$ cat src/rtl/fifo_pkg.sv
// Shared sizing helpers and default parameters for the fifo_level FIFO.
// Width functions let non-power-of-two depths size pointers and counters correctly.
package fifo_pkg;

  localparam int DEFAULT_DATA_WIDTH = 32;
  localparam int DEFAULT_FIFO_DEPTH = 8;

  function automatic int cnt_width(input int depth);
    return $clog2(depth + 1);
  endfunction

  function automatic int ptr_width(input int depth);
    return ($clog2(depth) < 1) ? 1 : $clog2(depth);
  endfunction

endpackage

$ cat src/rtl/fifo_storage.sv
// FIFO_DEPTH x DATA_WIDTH register array with a synchronous write port and
// an asynchronous read port; contents are intentionally left unreset.
module fifo_storage #(
  parameter int DATA_WIDTH = 32,
  parameter int FIFO_DEPTH = 8,
  parameter int AW         = 3
) (
  input  logic                  clk,
  input  logic                  we_i,
  input  logic [AW-1:0]         waddr_i,
  input  logic [DATA_WIDTH-1:0] wdata_i,
  input  logic [AW-1:0]         raddr_i,
  output logic [DATA_WIDTH-1:0] rdata_o
);

  logic [DATA_WIDTH-1:0] mem [FIFO_DEPTH];

  always_ff @(posedge clk) begin
    if (we_i) begin
      mem[waddr_i] <= wdata_i;
    end
  end

  assign rdata_o = mem[raddr_i];

endmodule

$ cat src/rtl/fifo_level.sv
// First-word fall-through FIFO with occupancy count, almost-full/empty flags,
// synchronous flush and sticky overflow/underflow error flags.
module fifo_level
  import fifo_pkg::*;
#(
  parameter int DATA_WIDTH = DEFAULT_DATA_WIDTH,
  parameter int FIFO_DEPTH = DEFAULT_FIFO_DEPTH,
  parameter int AF_LEVEL   = FIFO_DEPTH - 1,
  parameter int AE_LEVEL   = 1,
  localparam int CW        = cnt_width(FIFO_DEPTH)
) (
  input  logic                  clk,
  input  logic                  rst_n,
  input  logic                  flush_i,
  input  logic [DATA_WIDTH-1:0] push_data_i,
  input  logic                  push_valid_i,
  output logic                  push_grant_o,
  input  logic                  pop_grant_i,
  output logic [DATA_WIDTH-1:0] pop_data_o,
  output logic                  pop_valid_o,
  output logic [CW-1:0]         count_o,
  output logic                  almost_full_o,
  output logic                  almost_empty_o,
  output logic                  overflow_o,
  output logic                  underflow_o
);

  localparam int PW = ptr_width(FIFO_DEPTH);

  if (AF_LEVEL < 1 || AF_LEVEL > FIFO_DEPTH || AE_LEVEL < 0 || AE_LEVEL > FIFO_DEPTH - 1)
  begin : gen_levelCheck
    $error("fifo_level: AF_LEVEL must be in 1..FIFO_DEPTH and AE_LEVEL in 0..FIFO_DEPTH-1");
  end

  logic [PW-1:0] wrPtr_q, wrPtr_d;
  logic [PW-1:0] rdPtr_q, rdPtr_d;
  logic [CW-1:0] count_q, count_d;
  logic          overflow_q, overflow_d;
  logic          underflow_q, underflow_d;
  logic          full, empty, pushReq, popReq;

  // Explicit wrap so depths that are not a power of two never index past the array.
  function automatic logic [PW-1:0] nextPtr(input logic [PW-1:0] ptr);
    return (ptr == PW'(FIFO_DEPTH - 1)) ? '0 : ptr + PW'(1);
  endfunction

  assign full    = (count_q == CW'(FIFO_DEPTH));
  assign empty   = (count_q == '0);
  assign pushReq = push_valid_i & ~full;
  assign popReq  = pop_grant_i & ~empty;

  always_comb begin
    wrPtr_d     = wrPtr_q;
    rdPtr_d     = rdPtr_q;
    count_d     = count_q;
    overflow_d  = overflow_q;
    underflow_d = underflow_q;
    if (flush_i) begin
      wrPtr_d     = '0;
      rdPtr_d     = '0;
      count_d     = '0;
      overflow_d  = 1'b0;
      underflow_d = 1'b0;
    end else begin
      if (pushReq) wrPtr_d = nextPtr(wrPtr_q);
      if (popReq)  rdPtr_d = nextPtr(rdPtr_q);
      if (pushReq && !popReq) begin
        count_d = count_q + CW'(1);
      end else if (popReq && !pushReq) begin
        count_d = count_q - CW'(1);
      end
      overflow_d  = overflow_q | (push_valid_i & full);
      underflow_d = underflow_q | (pop_grant_i & empty);
    end
  end

  always_ff @(posedge clk or negedge rst_n) begin
    if (!rst_n) begin
      wrPtr_q     <= '0;
      rdPtr_q     <= '0;
      count_q     <= '0;
      overflow_q  <= 1'b0;
      underflow_q <= 1'b0;
    end else begin
      wrPtr_q     <= wrPtr_d;
      rdPtr_q     <= rdPtr_d;
      count_q     <= count_d;
      overflow_q  <= overflow_d;
      underflow_q <= underflow_d;
    end
  end

  fifo_storage #(
    .DATA_WIDTH (DATA_WIDTH),
    .FIFO_DEPTH (FIFO_DEPTH),
    .AW         (PW)
  ) u_storage (
    .clk     (clk),
    .we_i    (pushReq & ~flush_i),
    .waddr_i (wrPtr_q),
    .wdata_i (push_data_i),
    .raddr_i (rdPtr_q),
    .rdata_o (pop_data_o)
  );

  assign push_grant_o   = ~full;
  assign pop_valid_o    = ~empty;
  assign count_o        = count_q;
  assign almost_full_o  = (count_q >= CW'(AF_LEVEL));
  assign almost_empty_o = (count_q <= CW'(AE_LEVEL));
  assign overflow_o     = overflow_q;
  assign underflow_o    = underflow_q;

endmodule
$ cat config.mk
export PLATFORM = sky130hd
export DESIGN_NAME = fifo_level
export DESIGN_NICKNAME = d
export VERILOG_FILES = /design/src/rtl/fifo_pkg.sv /design/src/rtl/fifo_storage.sv /design/src/rtl/fifo_level.sv
export SDC_FILE = /design/constraint.sdc
export NUM_CORES = 1
export LEC_CHECK = 0
export ABC_AREA = 0
export CORE_ASPECT_RATIO = 0.9
export CORE_MARGIN = 2
export CORE_UTILIZATION = 35
export DETAILED_ROUTE_END_ITERATION = 8
export GPL_ROUTABILITY_DRIVEN = 0
export GPL_TIMING_DRIVEN = 0
export MAX_ROUTING_LAYER = met4
export PLACE_DENSITY = 0.53
export SLEW_MARGIN = 0
export SYNTH_ARGS = -nofsm -noshare
export SYNTH_HDL_FRONTEND = slang
export SYNTH_HIERARCHICAL = 1
export SYNTH_SLANG_ARGS = --single-unit
$ cat constraint.sdc
create_clock -name clk -period 8.1 [get_ports clk]
set_clock_uncertainty 0.1 [all_clocks]
set_input_delay 1.62 -clock clk [delete_from_list [all_inputs] [get_ports clk]]
set_output_delay 1.62 -clock clk [all_outputs]
set_load 0.005 [all_outputs]
# Yosys cells after proc, flatten, opt, wreduce, memory -nomap -nowiden
# Memories as Yosys holds them, arrays and structs flattened.
# Index checks and enable logic that the tools add are counted.
[totals]
register_bits = 12
ramBits = 256
inputBits = 37
output_inout_bits = 42
elab_cells = 46
memories = 1
[op_classes]
addsub = 4
magnitude_cmp = 2
n_eq_ne = 3
n_mux = 13
bitwise_logic = 10
n_reduce_logical = 8
[memory_table]
columns = ["memory", "depth", "word_bits", "read_ports", "rd_clocked_by_memory_dff", "wr", "line", "source"]
rows = [
  ["u_storage.mem", 8, 32, 1, 0, 1, "fifo_storage.sv:16", "logic [DATA_WIDTH-1:0] mem [FIFO_DEPTH];"],
]
[ops]
columns = ["cell", "n"]
rows = [
  ["two-way mux 3 bit", 6],
  ["two-way mux 4 bit", 3],
  ["adder 3 x 1 -> 3 bit (second input constant)", 2],
  ["== test 3 bit (second input constant)", 2],
  ["bitwise AND 1 bit", 5],
  ["adder 4 x 1 -> 4 bit (second input constant)", 1],
  ["== test 4 bit (second input constant)", 1],
  ["greater-or-equal comparator 4 x 3 -> 1 bit (second input constant)", 1],
  ["less-or-equal comparator 4 x 1 -> 1 bit (second input constant)", 1],
  ["logical NOT 4 bit", 1],
  ["two-way mux 1 bit", 4],
  ["nonzero test 2 bit", 2],
  ["subtractor 4 x 1 -> 4 bit (second input constant)", 1],
  ["inverter 1 bit", 3],
  ["nonzero test 3 bit", 1],
  ["logical AND 1 bit", 2],
  ["logical NOT 1 bit", 2],
  ["OR 1 bit", 2],
]

# Depth between registers and ports, before layout
[logic_depth]
word_depth = 8
mapped_depth = 7
ltp_nobuf = 7

# Modules after synthesis
# The synthesis kept the hierarchy.
[by_module_without_submodules]
columns = ["mod", "instances", "cells_per_inst", "area_per_inst_um2", "seq_area_each_um2"]
rows = [
  ["fifo_storage", 1, 383, 9825.7, 7687.4],
  ["fifo_level", 1, 81, 795.8, 300.3],
]

# Worst setup path after synthesis
# Ideal clock, no wire load.
[synth_path]
path_type = "input to register"
startpoint = "input port flush_i"
endpoint = "memory u_storage.mem[0][0] (enable)"
setup_ps = 461
arrival_time_ps = 4438
t_required_ps = 7539
setup_slack_ps = 3101
path_stages = 5
path_buffers = 2
path_cell_list = "clkbuf_1 -> clkbuf_1 -> nor2_1 -> nand2b_1 -> nor3_1"
[synth_via]
elab_chain_len = 4
[synth_lines]
columns = ["item", "line", "source"]
rows = [
  ["from (decl)", "fifo_level.sv:14", "input logic flush_i,"],
  ["inverter 1 bit", "fifo_level.sv:99", ".we_i (pushReq & ~flush_i),"],
  ["bitwise AND 1 bit", "fifo_level.sv:99", ""],
  ["two-way mux 1 bit", "fifo_storage.sv:19", "if (we_i) begin"],
  ["two-way mux 1 bit (implied by the code)", "fifo_storage.sv:20", "mem[waddr_i] <= wdata_i;"],
  ["to (decl)", "fifo_storage.sv:16", ""],
]
# Every way passes these cells.

# Final worst setup path
[layout_path]
startpoint = "register rdPtr_q[2]"
endpoint = "output port pop_data_o[30]"
[layout_via]
elab_chain_len = 1
[layout_lines]
columns = ["item", "line", "source"]
rows = [
  ["from (decl)", "fifo_level.sv:36", "logic [PW-1:0] rdPtr_q, rdPtr_d;"],
  ["from (signal assigned)", "fifo_level.sv:86", "rdPtr_q <= rdPtr_d;"],
  ["memory read (8 x 32 bit)", "--", ""],
  ["to (decl)", "fifo_level.sv:19", "output logic [DATA_WIDTH-1:0] pop_data_o,"],
]
# Every way passes these cells.

==> impl_metrics.ini <==
[status]
outcome = finished, final reports clean

[sta]
min_period_ns = 4.64
finalHoldViolCount = 0
min_period_over_period_pct = 57.2
rsz0062_at_grt = no
tns_ns = 0
worstMarginPinSlew_ns = 0.895
final-setup-viol-count = 0
relSlewSlack_pct = 40.2
max_freq_ghz = 0.216
final_max_slew_viol_count = 0

[layout]
nNetsFinal = 630
area_growth_pct = 23.3
drive_gt1_share_pct = 23.2
final_cells = 1010
n_fill_cell = 2635
final_area_sq_um = 13100

[routing]
dr.pass1.iters = 4
drtIter0Drc = 259
postRouteAntennaNets = 0
drc = 0
wire_per_inst_um = 21.4
via_per_inst = 4.84
drt-total-wl_mm = 21.6
vias = 4890

[floorplanning]
io_pins = 79
initial_core_util_pct = 35.5
fp.dieH_um = 169
die_x_um = 188
rows = 60
dieArea_sq_um = 31800
fp.coreArea_sq_um = 29900

[clock_tree]
cts_setup_buffers = 0
cts_num_sinks = 268
root_buffer = clkbuf_16
clk_pin_slew_worst_paths_ns = 0.06
insertion_delay_ns = 0.53
clk_path_buf_depth = 3
cts_buffers = 28
postCtsHoldBufs = 0
cts_tree = done
cts.repair.resized = 0
h-tree-depth = 1

[worst_setup_path]
timing.critical_path.slowest_cell_delay_ns = 0.45
reg2reg_slack_ns = 5.05
crit_path_end_kind = primary output
slowest_stage = clkbuf_1
worstPathCellList = clkbuf_1, buf_2, mux4_2, mux2_2, clkdlybuf4s50_1
worstPathMaxFanout = 10
arrival_ns = 2.92
cp-start-kind = flip-flop
path_class = reg -> out
required_ns = 6.38

[yosys]
ys_ff_latch = 268
synth.avg_cell_area_sq_um = 22.9
synth-simple-area-share_pct = 2.47
synth-main-ff-cell = edfxtp_1
synth_xor_area_share_pct = 0.0825
synth_compound_area_share_pct = 0.883
synth_fa_ha_area_share_pct = 0.942
yosysWarnings = 6
seq_area_frac_synth_pct = 75.2
syn_nets = 509
synthMuxAreaShare_pct = 18.8
ys_types = 36
netlist_instances = 464
syn_area_sq_um = 10600
async_reset_ff_share_pct = 4.48
synth_edf_count = 256
synth_top_family_by_area = multiplexers

[place]
dpl.cell_count = 958
dp_hpwl_mm = 13.5
postPlaceCellArea_sq_um = 12200
portBuffers = 77

[global_route]
grt_max_degree = 21
antenna_found_initial = 3
grt_util_all_layers_pct = 14.4
grt_pass1_wl_mm = 32.9
overflow = 0
grt_pass1_vias = 5392

[power]
p_leak_uw = 0.00425
ir_drop_mv = 0.227
p_per_area_nw_per_um2 = 271

[flow_run]
cap_violations = 0

[hold_path]
hp-class = reg -> reg
==> layout by cell type (no fill, tap or decap), drive strengths merged, types with 2 or more instances in the layout <==
cell type and n:
nand3b 2, buf 33, nor2 13, edfxtp 256, diode 3, nand2 12, clkinv 6, nand4b 2
inv 4, clkdlybuf4s50 77, dfrtp 12, mux4 64, or3 3, a21oi 9, nand2b 4, bufinv 2
clkbuf 43, ha 8, mux2 35, nor2b 3, nor3 3
==> cell families (layout without fill, tap and decap cells) <==
kind of cell               Yosys count  after routing
and+or+nand+nor                     47             47
other                                0              3
AOI/OAI and AO/OA                   14             14
xor gates and xnor gates             1              1
buffers and inverters               26            166
DFF                                268            268
adders and majority gates            8              8
muxes                              100            100
==> per-stage QoR <==
step	hold WS, ns	total power, uW	util [%]	setup slack (ns)
after floorplan	0.386	2030	-	3.10
after global placement	0.396	2320	39.8	0.0880
after detailed placement	0.410	2350	40.8	3.77
after CTS	0.438	3600	43.8	3.39
after global routing	0.458	3700	43.8	3.31
final	0.426	3540	43.8	3.46
==> final cells by class <==
cell class	count	area, sq um	share of cell area (%)
timing repair buffer	91	996	7.61
clock buffer	40	817	6.24
sequential	268	7990	61.0
buffer	22	158	1.20
tap	403	504	3.85
clock inverter	9	93.8	0.717
inverter	4	15.0	0.115
antenna	3	7.51	0.0573
multi-input combinational	170	2520	19.2
==> routing by layer <==
layer / routed length [um] / up-vias / GRT usage, %
met2: 10600 / 106 / 23.6
met4: 335 / 0 / 3.05
li1: - / 2224 / -
met5: 0 / - / -
met3: 814 / 27 / 2.61
met1: 9910 / 2533 / 18.8
==> worst paths after layout <==
kind	startpoint	endpoint	depth (start not counted)
hold / removal	underflow_o$_DFF_PN0_	underflow_o$_DFF_PN0_	2
setup / recovery	rdPtr_q[2]$_DFFE_PN0P_	pop_data_o[30]	5
max in group asynchronous	rst_n	wrPtr_q[1]$_DFFE_PN0P_	1
hold reg to reg	underflow_o$_DFF_PN0_	underflow_o$_DFF_PN0_	2
min in group asynchronous	rst_n	underflow_o$_DFF_PN0_	1
setup reg to reg	count_o[0]$_DFFE_PN0P_	u_storage/mem[4][16]$_DFFE_PP_	9
==> critical path: cells and delay by family, from the launching register on <==
| family | cells | cell delay (ns) |
|---|---|---|
| buffers and inverters | 3 | 1.32 |
| flip-flops | 1 | 0.39 |
| multiplexers | 2 | 0.66 |
==> synthesized netlist by cell type (4+ instances only) <==
library cell	count	area, sq um
a21oi_1	9	45.0
buf_1	4	15.0
buf_2	6	30.0
buf_6	9	101
dfrtp_1	12	300
edfxtp_1	256	7690
ha_1	8	100
mux2_2	33	372
mux4_1	40	1050
mux4_2	24	541
nand2_1	11	41.3
nand2b_1	4	25.0
nor2_1	13	48.8
==> where the power goes <==
| group | leakage (uW) | internal (uW) | switching (uW) |
|---|---|---|---|
| Sequential | 0.00247 | 1560 | 24.8 |
| Clock | 0.000445 | 757 | 484 |
| Combinational | 0.00133 | 417 | 298 |
| Total | 0.00425 | 2740 | 807 |
==> flip-flops by register name (all words and copies together) (netlist names) <==
name and count:
wrPtr_q 3, overflow_o 1, count_o 4, underflow_o 1, u_storage/mem 256, rdPtr_q 3
No activity file was read; power rests on OpenSTA's default activity.
